**src/rtl/buf_seq_ctrl.sv**
```systemverilog
`default_nettype none
// ============================================================================
//  Module      : buf_seq_ctrl
//  Description : Sequencer for the double-banked source/destination buffers of
//                the MNIST inference datapath. Sweeps every input word of the
//                selected source bank once per output neuron, marks the start
//                and end of each MAC accumulation, and issues the destination
//                write a fixed pipeline latency after each accumulation ends.
//  Revision    : 1.0 - initial release
// ============================================================================
module buf_seq_ctrl #(
    parameter int AW   = 12,    // per-bank word address width
    parameter int PIPE = 3      // exec(last) -> outr latency, 1..8
) (
    input  logic          clk,
    input  logic          reset,
    input  logic          start,
    input  logic [AW:0]   in_size,
    input  logic [AW:0]   out_size,
    input  logic          src_bank,
    input  logic          dst_bank,
    output logic          busy,
    output logic          exec,
    output logic [AW:0]   ia,
    output logic          init,
    output logic          last,
    output logic          outr,
    output logic [AW:0]   oa,
    output logic          done
);

    // ------------------------------------------------------------------------
    // Constants and types
    // ------------------------------------------------------------------------
    localparam logic [AW:0] C_ONE = {{AW{1'b0}}, 1'b1};

    typedef enum logic [1:0] {
        S_IDLE  = 2'd0,
        S_RUN   = 2'd1,
        S_DRAIN = 2'd2,
        S_FIN   = 2'd3
    } state_t;

    // ------------------------------------------------------------------------
    // State
    // ------------------------------------------------------------------------
    state_t        state_q,    state_d;
    logic [AW:0]   i_q,        i_d;         // input-word index within a neuron
    logic [AW:0]   o_q,        o_d;         // output-neuron index
    logic [AW:0]   in_size_q,  in_size_d;
    logic [AW:0]   out_size_q, out_size_d;
    logic          src_bank_q, src_bank_d;
    logic          dst_bank_q, dst_bank_d;

    // Delay line carrying {valid, destination address}; index PIPE-1 is the
    // tail that drives outr/oa directly, so those outputs are registered.
    logic          dl_valid_q [PIPE];
    logic          dl_valid_d [PIPE];
    logic [AW:0]   dl_addr_q  [PIPE];
    logic [AW:0]   dl_addr_d  [PIPE];

    // ------------------------------------------------------------------------
    // Combinational helpers
    // ------------------------------------------------------------------------
    logic          w_exec;
    logic          w_i_last;
    logic          w_o_last;
    logic          w_dl_pending;

    // End-of-row / end-of-layer detection against the latched sizes.
    always_comb begin
        w_exec   = (state_q == S_RUN);
        w_i_last = (i_q == (in_size_q - C_ONE));
        w_o_last = (o_q == (out_size_q - C_ONE));
    end

    // Anything still travelling in the delay line ahead of the tail; the tail
    // itself leaves this cycle, so done can follow the final outr directly.
    always_comb begin
        w_dl_pending = 1'b0;
        for (int k = 0; k < PIPE - 1; k++) begin
            w_dl_pending = w_dl_pending | dl_valid_q[k];
        end
    end

    // ------------------------------------------------------------------------
    // Next-state logic: FSM, counters and configuration latch
    // ------------------------------------------------------------------------
    always_comb begin
        state_d    = state_q;
        i_d        = i_q;
        o_d        = o_q;
        in_size_d  = in_size_q;
        out_size_d = out_size_q;
        src_bank_d = src_bank_q;
        dst_bank_d = dst_bank_q;

        case (state_q)
            S_IDLE: begin
                if (start) begin
                    in_size_d  = in_size;
                    out_size_d = out_size;
                    src_bank_d = src_bank;
                    dst_bank_d = dst_bank;
                    i_d        = '0;
                    o_d        = '0;
                    // An empty layer has nothing to sweep: report done at once.
                    if ((in_size == '0) || (out_size == '0)) begin
                        state_d = S_FIN;
                    end else begin
                        state_d = S_RUN;
                    end
                end
            end

            S_RUN: begin
                if (w_i_last) begin
                    i_d = '0;
                    if (w_o_last) begin
                        state_d = S_DRAIN;
                    end else begin
                        o_d = o_q + C_ONE;
                    end
                end else begin
                    i_d = i_q + C_ONE;
                end
            end

            S_DRAIN: begin
                if (!w_dl_pending) begin
                    state_d = S_FIN;
                end
            end

            S_FIN: begin
                state_d = S_IDLE;
            end

            default: begin
                state_d = S_IDLE;
            end
        endcase
    end

    // ------------------------------------------------------------------------
    // Delay line shift: a new entry enters only when an accumulation ends
    // ------------------------------------------------------------------------
    always_comb begin
        dl_valid_d[0] = last;
        dl_addr_d[0]  = last ? {dst_bank_q, o_q[AW-1:0]} : '0;
        for (int k = 1; k < PIPE; k++) begin
            dl_valid_d[k] = dl_valid_q[k-1];
            dl_addr_d[k]  = dl_addr_q[k-1];
        end
    end

    // ------------------------------------------------------------------------
    // State registers with asynchronous clear
    // ------------------------------------------------------------------------
    always_ff @(posedge clk or posedge reset) begin
        if (reset) begin
            state_q    <= S_IDLE;
            i_q        <= '0;
            o_q        <= '0;
            in_size_q  <= '0;
            out_size_q <= '0;
            src_bank_q <= 1'b0;
            dst_bank_q <= 1'b0;
        end else begin
            state_q    <= state_d;
            i_q        <= i_d;
            o_q        <= o_d;
            in_size_q  <= in_size_d;
            out_size_q <= out_size_d;
            src_bank_q <= src_bank_d;
            dst_bank_q <= dst_bank_d;
        end
    end

    // Delay line registers; reset discards every in-flight write request.
    always_ff @(posedge clk or posedge reset) begin
        if (reset) begin
            for (int k = 0; k < PIPE; k++) begin
                dl_valid_q[k] <= 1'b0;
                dl_addr_q[k]  <= '0;
            end
        end else begin
            for (int k = 0; k < PIPE; k++) begin
                dl_valid_q[k] <= dl_valid_d[k];
                dl_addr_q[k]  <= dl_addr_d[k];
            end
        end
    end

    // ------------------------------------------------------------------------
    // Outputs decoded from registered state
    // ------------------------------------------------------------------------
    always_comb begin
        exec = w_exec;
        busy = (state_q == S_RUN) || (state_q == S_DRAIN);
        done = (state_q == S_FIN);
        init = w_exec && (i_q == '0);
        last = w_exec && w_i_last;
        // Only the low AW bits of the counter reach the bus; the bank bit is
        // the latched selection, so a 4096-word sweep never spills into it.
        ia   = w_exec ? {src_bank_q, i_q[AW-1:0]} : '0;
        outr = dl_valid_q[PIPE-1];
        oa   = dl_addr_q[PIPE-1];
    end

endmodule
`default_nettype wire

```
**config.mk**
```make
export PLATFORM = sky130hd
export DESIGN_NAME = buf_seq_ctrl
export DESIGN_NICKNAME = d
export VERILOG_FILES = /design/src/rtl/buf_seq_ctrl.sv
export SDC_FILE = /design/constraint.sdc
export NUM_CORES = 1
export LEC_CHECK = 0
export CAP_MARGIN = 5
export CORE_ASPECT_RATIO = 0.75
export CORE_UTILIZATION = 45
export DETAILED_ROUTE_END_ITERATION = 10
export PLACE_DENSITY = 0.76
export SETUP_SLACK_MARGIN = 0.05
export SYNTH_ARGS = -nofsm -noshare
export SYNTH_HDL_FRONTEND = slang
export SYNTH_SLANG_ARGS = --single-unit
```
**constraint.sdc**
```tcl
create_clock -name clk -period 3.5 [get_ports clk]
set_clock_uncertainty 0.2 [all_clocks]
set_input_delay 0.7 -clock clk [delete_from_list [all_inputs] [get_ports clk]]
set_output_delay 0.7 -clock clk [all_outputs]
set_load 0.005 [all_outputs]
```
==> run_results.csv, run 1 <==
group,metric,value,unit
worst_setup_path,reg2reg_from,"in_size_q[5]",
cts,clk_pin_slew,0.07,ns
grt,antenna_found_initial,0,
floorplan,pin_count,63,
place,dpl_worst_slack,-0.200,ns
timing,hold_violations,0,
cts,cts_tree,"done",
detailed_routing,drc,0,
run,maxCapViolations,0,
worst_setup_path,worstSetupPathType,"flop to output port",
timing,fin_setup_tns,0,ns
worst_setup_path,end_kind,"output port",
pwr,vdd_drop_max,0.000439,V
worst_setup_path,cp_max_fo,3,
cts,cts_max_level,3,
worst_setup_path,arrival,2.50,ns
cts,cts_sinks,98,
yosys,syn_area,4800,um^2
worst_setup_path,crit_path_start_kind,"flop",
place,dpl_cell_area,5760,um^2
worst_setup_path,r2r-end,"o_q[5]",
place,dp_hpwl,8.01,mm
yosys,synth-seq-area-share,0.510,
cts,clock_path_buffers,2,
grt,grt_first_pass_wirelength,18.6,mm
yosys,synth_nets,481,
grt,grt.total_usage,0.217,
yosys,synth_edf_count,0,
cts,worstSkewPairLatency,0.34,ns
detailed_routing,wirelength,11.1,mm
yosys,synth_most_common_cell,"dfrtp_1",
detailed_routing,num_vias,3715,
floorplan,core-area,10300,um^2
layout,final_cell_area,6170,um^2
pwr,power_density,709,nW/um^2
layout,fin_nets,567,
yosys,syn_area_per_cell,10.9,um^2
place,io_buffers,62,
timing,fmax,0.294,GHz
timing,slew_headroom,0.532,
layout,syn2layout_area_growth,28.4,%
outcome,status,"finished, final reports clean",
worst_setup_path,worstPathRequired,2.60,ns
pwr,p_leak,2.64,nW
timing,fin_crit,3.40,ns
timing,period_share,0.973,
floorplan,rows,32,
worst_setup_path,rr_worst_depth,9,
yosys,yosys_register_bits,98,
floorplan,start_util,0.465,
floorplan,die_x,121,um
cts,root_buffer,"clkbuf_16",
layout,diodes,0,
yosys,synth_top_area_share,0.510,
grt,grt_max_degree,43,
worst_setup_path,cp-endpoint,"last",
detailed_routing,drt_pass1_iterations,5,
layout,drive_gt1_frac,0.192,
pwr,total_power,4.37,mW
detailed_routing,drt_iter0_markers,208,
worst_setup_path,rrSetupSlack,0.20,ns
yosys,synthArstFlopShare,1.00,
yosys,yosysTopAreaCell,"dfrtp_1",
detailed_routing,viasPerCell,5.56,
yosys,yosys.cell_types.count,56,
yosys,yosys-top-cells-area,"dfrtp_1 51%, mux2_2 7.3%, xnor2_1 4.2%",
cts,numCtsBuffers,9,
detailed_routing,ant_nets,0,
yosys,synth_ff_type,"dfrtp_1",
yosys,synth-warning-count,0,
timing,worst_pin_slew,0.700,ns
floorplan,die_y,91.5,um
yosys,synthCells,441,
detailed_routing,routedWlPerCell,16.7,um
place,place.gp.congestion,0.877,
timing,finalMaxSlewViolations,0,
grt,grt_pass1_vias,3691,
timing,finalSetupViolations,0,
grt,gr-total-overflow,0,
yosys,ys_top_cells_by_count,"98 x dfrtp_1, 33 x nor2_1, 31 x mux2_2",
floorplan,dieArea,11100,um^2
timing,grt_setup_unrepaired,"yes",
timing,fin_ws,0.0956,ns
min_path,hold_path.class,"flop to flop",
cts,holdBufCountCts,0,
worst_setup_path,cp-startpoint,"in_size_q[5]",
logic make-up (layout without fill, tap and decap cells):
kind of cell / count (synthesis) / count (layout) / synth area share
buf+inv: 35 / 126 / 0.0289
fa+ha+maj: 9 / 9 / 0.0234
flops: 98 / 98 / 0.510
compound gates: 63 / 63 / 0.0971
xor+xnor: 42 / 42 / 0.0766
simple gates: 162 / 162 / 0.189
mux: 32 / 32 / 0.0747
layer usage:
metal	vias up	wire length, um	part of all wire	GRT usage
li1	1737	-	-	-
met1	1853	5600	0.50	0.323
met3	7	542	0.049	0.0421
met2	118	4940	0.44	0.322
met4	0	66	0.0059	0.0504
met5	-	0	0	0
report_power, final:
group	switching, mW	total, mW	internal (mW)
Clock	0.471	1.05	0.575
Combinational	0.889	1.74	0.851
Sequential	0.253	1.58	1.33
Total	1.61	4.37	2.76
critical path: stages, from the launching register on:
cell and delay (ns):
dfrtp_1 0.38, or4_4 0.59, a2111oi_4 0.24, o21bai_2 0.11, a2111oi_4 0.39, nand3_2 0.15, nor2_4 0.17, buf_6 0.11
state kept, by name, summed over array words and instances (netlist names), 2 cells and up:
name / cells
out_size_q: 13
state_q: 2
oa: 13
i_q: 13
dl_valid_d: 2
o_q: 13
dl_addr_d: 26
in_size_q: 13
cell type report:
type	count	area, um^2
timing repair buffer	95	882
fill	849	4160
clock buffer	9	225
clock inverter	7	92.6
multi-input combinational	308	2290
tap	136	170
sequential	98	2450
inverter	15	60.1
worst min-delay path by stage:
stage	start	endpoint	slack [ns]	cells after the start
floorplan	dl_addr_d[13]	dl_addr_d[0]	0.13	0
CTS	dl_addr_d[1]	oa[1]	0.15	0
global placement	dl_addr_d[16]	dl_addr_d[3]	0.13	0
global route	dl_addr_d[10]	oa[10]	0.15	0
finish	dl_addr_d[10]	oa[10]	0.15	0
detailed placement	dl_addr_d[20]	dl_addr_d[7]	0.13	0
placed cells by master (no fill, tap or decap), types with 4 or more instances in the layout:
cell	instances
xnor2_1	22
inv_1	14
nand2_1	15
nor4_2	4
nor4_1	8
nand4_1	9
nand2b_1	6
o21ai_0	11
clkdlybuf4s50_1	61
a21oi_1	17
xor2_1	19
buf_4	32
mux2_2	31
nor2_1	32
nand3_1	17
or3_1	8
and3_1	8
dfrtp_1	98
and2_1	23
ha_1	8
nor3_1	11
clkbuf_16	9
stage by stage:
stage / hold WS [ns] / std cells / utilization
floorplan: 0.131 / 441 / -
global placement: 0.131 / 650 / 0.558
detailed placement: 0.135 / 650 / 0.558
CTS: 0.151 / 668 / 0.592
global route: 0.155 / 668 / 0.597
finish: 0.150 / 668 / 0.597
what timing repair did:
item | 4_1_cts | 5_1_grt
gates resized for setup | 7 | 10
setup endpoints to repair | 1 | 9
gates cloned | 0 | 0
setup buffers | 2 | 0
pin swaps | 7 | 2
endpoints found under the hold margin | 0 | 0
(Power assumes the default switching activity.)
==> inputs of run 2 (changes only) <==
==> constraint.sdc (replaced) <==
create_clock -name clk -period 3.5 [get_ports clk]
set_clock_uncertainty 0.2 [all_clocks]
set_input_delay 0.7 -clock clk [delete_from_list [all_inputs] [get_ports clk]]
set_output_delay 0.7 -clock clk [all_outputs]
set_load 0.01 [all_outputs]
==> run 2 against run 1 <==
Maximum frequency up 0.17%. Via count down 0.35%. Global-route usage down 0.97 points. Register-to-register slack worse by 0.04 ns. Final cell count up 0.60%. Power down 1.8%. Combinational power about the same. Non-clock buffer count up 4. Sequential cell count unchanged. Sequential power about the same. Hold slack worse by 0.0027 ns. Critical endpoint unchanged. Highest routed layer unchanged.
==> run_results.csv, run 2 (synthesis results as in run 1) <==
group,metric,value,unit
floorplan,rows,32,
layout,final_common_cell,"dfrtp_1",
cts,cts_max_level,3,
worst_setup_path,cp_max_fo,3,
floorplan,pin_count,63,
detailed_routing,drt_iter0_markers,202,
worst_setup_path,rr_worst_depth,10,
detailed_routing,num_vias,3702,
layout,drive_gt1_frac,0.194,
pwr,total_power,4.29,mW
cts,root_buffer,"clkbuf_16",
timing,fin_setup_tns,0,ns
timing,fin_crit,3.40,ns
min_path,holdPathEnd,"dl_addr_d[4]",
grt,grt_max_degree,50,
layout,fin_nets,571,
timing,worst_pin_slew,1.00,ns
layout,post-route-util,0.598,
worst_setup_path,arrival,2.50,ns
outcome,status,"finished, final reports clean",
worst_setup_path,crit_path_start_kind,"flop",
timing,fmax,0.294,GHz
layout,diodes,0,
timing,hold_violations,0,
timing,grt_setup_unrepaired,"yes",
detailed_routing,wirelength,10.7,mm
floorplan,start_util,0.465,
place,dpl_cell_area,5790,um^2
timing,fin_ws,0.101,ns
layout,largest_register_ffs,26,
cts,cts_sinks,98,
place,dp_hpwl,7.76,mm
floorplan,die_x,121,um
cts,cts_tree,"done",
cts,worstSkewPairLatency,0.34,ns
floorplan,dieArea,11100,um^2
pwr,power_density,695,nW/um^2
grt,grt_pass1_vias,3509,
worst_setup_path,worstSetupPathType,"flop to output port",
detailed_routing,routedWlPerCell,15.9,um
pwr,p_leak,2.64,nW
cts,holdBufCountCts,0,
cts,clock_path_buffers,2,
floorplan,die_y,91.5,um
place,place.gp.congestion,0.852,
worst_setup_path,end_kind,"output port",
cts,clk_pin_slew,0.07,ns
place,place_inst,654,
timing,fin_hold_ws,0.147,ns
min_path,hold_path.class,"flop to flop",
detailed_routing,drc,0,
layout,final_cell_area,6170,um^2
layout,syn2layout_area_growth,28.5,%
place,dpl_worst_slack,-0.226,ns
timing,finalSetupViolations,0,
detailed_routing,viasPerCell,5.51,
grt,grt_first_pass_wirelength,17.6,mm
worst_setup_path,cp-startpoint,"in_size_q[5]",
min_path,hold-path-cell-count,0,
run,maxCapViolations,0,
layout,final_cell_mix,"98 x dfrtp_1, 61 x clkdlybuf4s50_1, 36 x buf_4",
timing,slew_headroom,0.329,
timing,period_share,0.971,
pwr,vdd_drop_max,0.000427,V
layout,stdcell_count,672,
worst_setup_path,r2r-end,"o_q[12]",
grt,antenna_found_initial,0,
timing,finalMaxSlewViolations,0,
worst_setup_path,worstPathRequired,2.60,ns
grt,gr-total-overflow,0,
worst_setup_path,reg2reg_from,"in_size_q[5]",
min_path,min-delay-start,"dl_addr_d[17]",
worst_setup_path,rrSetupSlack,0.16,ns
cts,numCtsBuffers,9,
place,io_buffers,62,
grt,grt.total_usage,0.207,
floorplan,core-area,10300,um^2
detailed_routing,drt_pass1_iterations,5,
detailed_routing,ant_nets,0,
-- run 2: worst max path at each step --
stage                       to  slack, ns
after floorplan           last       0.17
after global placement    last      -0.21
after detailed placement  last      -0.23
after CTS                 last      -0.04
after global routing      last      -0.02
final                     last       0.10
-- run 2: critical path: stages, from the launching register on --
cell	delay, ns
dfrtp_1	0.38
or4_4	0.58
a2111oi_4	0.23
o21bai_1	0.15
a2111oi_4	0.39
nand3_2	0.16
nor2_4	0.15
buf_6	0.12
-- run 2: layout make-up --
type,count,area [um^2]
Timing Repair Buffer,99,912
Clock buffer,9,225
Clock inverter,7,78.8
Sequential cell,98,2450
Multi-Input combinational cell,308,2270
Tap cell,136,170
Inverter,15,60.1
Fill cell,849,4160
-- run 2: metal layers --
metal / part of all wire / global-route usage / vias to the layer above
met5: 0 / 0 / -
met4: 0.0068 / 0.0504 / 0
met1: 0.50 / 0.319 / 1819
li1: - / - / 1751
met2: 0.44 / 0.295 / 126
met3: 0.052 / 0.0415 / 6
-- run 2: timing repair --
item                                    CTS  global route
resized for setup                         7             9
buffers inserted                          2             0
pin swaps                                 7             3
hold endpoints to repair                  0             0
endpoints found under the setup margin    1             7
-- run 2: power breakdown --
part	total, mW	switching [mW]	internal [mW]	leakage, nW
logic	1.73	0.870	0.861	1.19
clock network	0.982	0.475	0.507	0.148
registers	1.58	0.248	1.33	1.30
total	4.29	1.59	2.70	2.64
